File: src/rtl/pwm_spi_pkg.sv
// Shared definitions for the PWM generator's SPI register-access path.
package pwm_spi_pkg;

  typedef enum logic [1:0] {
    ST_IDLE    = 2'd0,
    ST_WR_DATA = 2'd1,
    ST_RD_DATA = 2'd2,
    ST_DONE    = 2'd3
  } state_e;

  localparam int          CMD_WR_BIT    = 7;
  localparam int          CMD_BURST_BIT = 6;
  localparam logic [7:0]  DUMMY_BYTE    = 8'h00;

endpackage

File: src/rtl/sync_ff.sv
// N-flop synchroniser for a single asynchronous level; flops preset to RST_VAL.
module sync_ff #(
  parameter int   N       = 3,
  parameter logic RST_VAL = 1'b0
) (
  input  logic clk,
  input  logic rst_n,
  input  logic d,
  output logic q
);

  logic [N-1:0] ff;

  always_ff @(posedge clk or negedge rst_n) begin
    if (!rst_n) ff <= {N{RST_VAL}};
    else        ff <= {ff[N-2:0], d};
  end

  assign q = ff[N-1];

endmodule

File: src/rtl/spi_reg_ctrl.sv
// Decodes SPI bridge bytes into register reads/writes with single and
// auto-increment burst access; sole master of the PWM register file.
module spi_reg_ctrl
  import pwm_spi_pkg::*;
#(
  parameter int ADDR_W   = 6,
  parameter int NUM_REGS = 20
) (
  input  logic              clk,
  input  logic              rst_n,
  input  logic              cs_n,
  input  logic              byte_sync,
  input  logic [7:0]        data_in,
  output logic [7:0]        data_out,
  output logic [ADDR_W-1:0] reg_addr,
  output logic [7:0]        reg_wdata,
  output logic              reg_we,
  output logic              reg_re,
  input  logic [7:0]        reg_rdata,
  output logic              addr_err
);

  localparam logic [ADDR_W:0] NUM_REGS_W = (ADDR_W+1)'(NUM_REGS);

  state_e            state_q, state_d;
  logic              burst_q;
  logic [ADDR_W-1:0] cur_addr;
  logic [ADDR_W-1:0] acc_addr;
  logic              in_range;
  logic              ld_cmd, do_we, do_re, clr_dout;
  logic              cs_s, cs_q, frame_end, end_pend, rd_pend;

  sync_ff #(.N(3), .RST_VAL(1'b1)) u_cs_sync (
    .clk   (clk),
    .rst_n (rst_n),
    .d     (cs_n),
    .q     (cs_s)
  );

  assign frame_end = cs_s & ~cs_q;

  // The command byte carries its own address; data bytes use the running pointer.
  assign acc_addr = (state_q == ST_IDLE) ? data_in[ADDR_W-1:0] : cur_addr;
  assign in_range = {1'b0, acc_addr} < NUM_REGS_W;

  always_comb begin
    state_d  = state_q;
    ld_cmd   = 1'b0;
    do_we    = 1'b0;
    do_re    = 1'b0;
    clr_dout = 1'b0;
    if (end_pend) begin
      state_d = ST_IDLE;
    end else if (byte_sync) begin
      unique case (state_q)
        ST_IDLE: begin
          ld_cmd = 1'b1;
          if (data_in[CMD_WR_BIT]) begin
            state_d = ST_WR_DATA;
          end else begin
            do_re   = 1'b1;
            state_d = ST_RD_DATA;
          end
        end
        ST_WR_DATA: begin
          do_we = 1'b1;
          if (!burst_q) state_d = ST_DONE;
        end
        ST_RD_DATA: begin
          if (burst_q) begin
            do_re = 1'b1;
          end else begin
            clr_dout = 1'b1;
            state_d  = ST_DONE;
          end
        end
        ST_DONE: ;
        default: state_d = ST_IDLE;
      endcase
    end else if (frame_end) begin
      state_d = ST_IDLE;
    end
  end

  always_ff @(posedge clk or negedge rst_n) begin
    if (!rst_n) begin
      state_q   <= ST_IDLE;
      cs_q      <= 1'b1;
      end_pend  <= 1'b0;
      rd_pend   <= 1'b0;
      burst_q   <= 1'b0;
      cur_addr  <= '0;
      reg_addr  <= '0;
      reg_wdata <= 8'h00;
      reg_we    <= 1'b0;
      reg_re    <= 1'b0;
      addr_err  <= 1'b0;
      data_out  <= DUMMY_BYTE;
    end else begin
      state_q  <= state_d;
      cs_q     <= cs_s;
      // A byte landing with the frame end is still processed; IDLE follows.
      end_pend <= frame_end & byte_sync;
      rd_pend  <= do_re;
      reg_we   <= do_we & in_range;
      reg_re   <= do_re & in_range;
      addr_err <= (do_we | do_re) & ~in_range;

      if (ld_cmd) begin
        burst_q  <= data_in[CMD_BURST_BIT];
        cur_addr <= data_in[ADDR_W-1:0];
      end
      if (do_we | do_re) begin
        reg_addr <= acc_addr;
        cur_addr <= acc_addr + 1'b1;
      end
      if (do_we) reg_wdata <= data_in;

      if (clr_dout || end_pend || (frame_end && !byte_sync))
        data_out <= DUMMY_BYTE;
      else if (rd_pend)
        data_out <= reg_re ? reg_rdata : DUMMY_BYTE;
    end
  end

endmodule
File: config.mk
export PLATFORM = sky130hd
export DESIGN_NAME = spi_reg_ctrl
export DESIGN_NICKNAME = d
export VERILOG_FILES = /design/src/rtl/pwm_spi_pkg.sv /design/src/rtl/sync_ff.sv /design/src/rtl/spi_reg_ctrl.sv
export SDC_FILE = /design/constraint.sdc
export NUM_CORES = 1
export LEC_CHECK = 0
export CAP_MARGIN = 10
export CORE_MARGIN = 4
export CORE_UTILIZATION = 40
export CTS_BUF_LIST = sky130_fd_sc_hd__clkbuf_8
export DETAILED_ROUTE_END_ITERATION = 16
export GPL_TIMING_DRIVEN = 0
export PLACE_DENSITY = 0.69
export SYNTH_ARGS = -nofsm -noshare
export SYNTH_HDL_FRONTEND = slang
export SYNTH_SLANG_ARGS = --single-unit
File: constraint.sdc
create_clock -name clk -period 2 [get_ports clk]
set_input_delay 0.2 -clock clk [delete_from_list [all_inputs] [get_ports clk]]
set_output_delay 0.2 -clock clk [all_outputs]
set_load 0.005 [all_outputs]
==> impl_metrics.json <==
{
  "dieArea_um2": 5970,
  "multi_input_area_um2": 896,
  "drtIter0Drc": 97,
  "synth_seq_cells": 40,
  "antenna_cells": 0,
  "clkSlewWorstSetupHoldPaths_ns": 0.07,
  "hold_path.class": "in2async",
  "final_nets": 258,
  "final_antenna_net_count": 0,
  "cts.sinks": 40,
  "rows": 24,
  "synth_warnings": 0,
  "finalWeightedCongestion": 0.795,
  "worstSetupPathType": "reg2reg",
  "yosys-top-cells-area": "dfrtp_1, mux2_2, mux2i_1",
  "slowest_stage": "dfrtp_1",
  "yosysTopAreaCellShare_pct": 47.0,
  "clk_latency_ns": 0.29,
  "timing.final.crit_period_ns": 1.92,
  "p_leak_nw": 1.13,
  "finalPower_mw": 3.50,
  "crit_arrival_ns": 2.09,
  "die_w_um": 77.2,
  "ys.flop_type": "dfrtp_1",
  "wl_per_cell_um": 14.1,
  "crit_chain": "inv_2 > ha_4 > buf_6 > buf_8 > mux2_4 > ha_4 > a311o_1 > a31oi_1 > a221oi_1",
  "setup_violations": 0,
  "cp-end-kind": "flop",
  "holdWs_ns": 0.0208,
  "antenna_found_initial": 0,
  "cts_buffers": 5,
  "cp_max_fo": 6,
  "peakVddDrop_mv": 0.787,
  "grt_pass1_vias": 1389,
  "core_um2": 4500,
  "skew_ns": 0.00726,
  "worst_path_most_repeated_cell": "ha_4",
  "cpPeakStageDelay_ns": 0.38,
  "status": "finished clean",
  "grt_max_degree": 41,
  "dp_slack_ns": -0.104,
  "fill_cells": 387,
  "syn_to_final_growth_pct": 36.4,
  "synth_cell_types": 40,
  "start_util_pct": 42.6,
  "vias": 1472,
  "avgSynthCellArea_um2": 11.2,
  "synth_top_area_cell": "dfrtp_1",
  "syn-instance-count": 172,
  "root_buffer": "clkbuf_8",
  "max_slew_margin_pct": 41.5,
  "portBuffers": 44,
  "grt_pass1_wl_mm": 6.81,
  "hold_viol": 0,
  "worst_pin_slew_ns": 0.878,
  "drt_first_pass_iters": 4,
  "track_usage_pct": 14.3,
  "cts_tree": "done",
  "fmax_mhz": 522,
  "maxCapViolCount": 0,
  "start_kind": "flop",
  "drive_above_1_share_pct": 20.2,
  "grt_overflow": 0,
  "ctsHtreeMaxLevel": 2,
  "wl_mm": 4.01,
  "routed_via_density": 5.16,
  "dpl.hpwl_mm": 2.76,
  "fp.dieH_um": 77.2,
  "regArea_um2": 1010,
  "post-route-period-util_pct": 95.8,
  "finalMaxSlewViolations": 0,
  "powerDensity_nw_per_um2": 1340,
  "synth_edf_count": 0,
  "final.setup.worst_slack_ns": 0.0843,
  "drc": 0,
  "synthArstFlopShare_pct": 100,
  "crit_required_ns": 2.18,
  "ys_seq_area_share_pct": 52.4,
  "syn_nets": 197,
  "ioPinCount": 45,
  "synth_area_um2": 1920,
  "cts_buffer_depth": 2,
  "fin_util_pct": 58.1
}
[worst max-delay path, delay by kind of cell (launching register included)]
kind | cells | cell delay, ns
buffers and inverters | 3 | 0.29
AO/OA/AOI/OAI | 3 | 0.49
adder cells (fa/ha/maj) | 2 | 0.33
flip-flops | 1 | 0.38
multiplexers | 1 | 0.31
[placed cells by master (no fill, tap or decap), types with 2 or more instances in the layout]
cell type and count:
o21ai_0 8, nand3_1 13, and2_1 2, nand3b_1 2, dfrtp_1 36, mux2_2 12
buf_2 2, mux2_4 2, inv_1 3, clkdlybuf4s50_1 43, ha_1 3, nor2_1 11
nand2_1 11, clkbuf_8 5, nand2b_1 10, ha_4 2, xnor2_1 3, inv_2 2
mux2i_1 12, a21oi_1 12, buf_4 11, dfstp_2 4
[cell usage after synthesis, types with 2 or more instances]
master    number
dfrtp_1       36
nand3_1       13
a21oi_1       12
mux2_2        12
mux2i_1       12
nand2_1       11
nor2_1        11
nand2b_1      10
o21ai_0        8
ha_1           5
dfstp_2        4
inv_1          4
buf_2          3
xnor2_1        3
and2_1         2
nand3b_1       2
[cells by family after synthesis]
group,share of synthesized area (%)
DFF,52.4
adders and majority gates,3.26
and+or+nand+nor,16.2
xor gates and xnor gates,1.83
muxes,14.7
buffers and inverters,2.35
AOI/OAI and AO/OA,9.20
[final timing paths]
| kind | startpoint | to | slack, ns | cells past startpoint |
|---|---|---|---|---|
| worst min register to register | u_cs_sync.ff[1] | u_cs_sync.ff[2] | 0.36 | 0 |
| max in group asynchronous | rst_n | state_q[1] | 1.43 | 1 |
| worst min-delay path | rst_n | reg_addr[5] | 0.02 | 1 |
| min in group clk | cs_n | u_cs_sync.ff[0] | 0.31 | 1 |
| worst max register to register | state_q[1] | cur_addr[2] | 0.08 | 9 |
| worst max-delay path | state_q[1] | cur_addr[2] | 0.08 | 9 |
[routing by layer]
| layer | global-route usage (%) | up-vias | wire (um) |
|---|---|---|---|
| met5 | 0 | - | 0 |
| met4 | 4.27 | 0 | 60 |
| met3 | 5.15 | 6 | 210 |
| met2 | 21.8 | 35 | 1810 |
| met1 | 19.1 | 706 | 1930 |
| li1 | - | 725 | - |
[repair_timing]
action                     CTS  global route
hold buffers                 0             0
gates resized for setup      1             3
gates cloned                 0             0
hold endpoints to repair     0             0
setup endpoints to repair    2             2
pin swaps                    1             5
setup buffers                2             8
[flip-flops by register name, indices dropped and copies added (netlist names)]
signal / flops
addr_err: 1
burst_q: 1
cs_q: 1
cur_addr: 6
data_out: 8
end_pend: 1
rd_pend: 1
reg_addr: 6
reg_re: 1
reg_wdata: 8
reg_we: 1
state_q: 2
u_cs_sync.ff: 3
[per-stage QoR]
stage	TNS [ns]	cells	instance area, um^2
after detailed placement	-0.104	268	2440
after CTS	0	277	2540
final	0	285	2620
after global routing	-0.00695	285	2620
after floorplan	0	172	1940
after global placement	-9.91	268	2450
[report_power, final]
group,total (mW),switching [mW],internal (mW)
sequential,1.26,0.177,1.08
combinational,1.74,0.738,1.01
clock,0.499,0.267,0.232
total,3.50,1.18,2.32
[cell type report]
type / count / share of cell area (%)
inverters: 4 / 0.574
plain buffers: 6 / 1.77
multi-input cells: 122 / 34.2
flip-flops and latches: 40 / 38.5
repair buffers: 54 / 19.5
clock buffers: 5 / 2.63
clock inverters: 2 / 0.335
well taps: 52 / 2.49
Note: power is estimated with default switching activity, not from simulation.
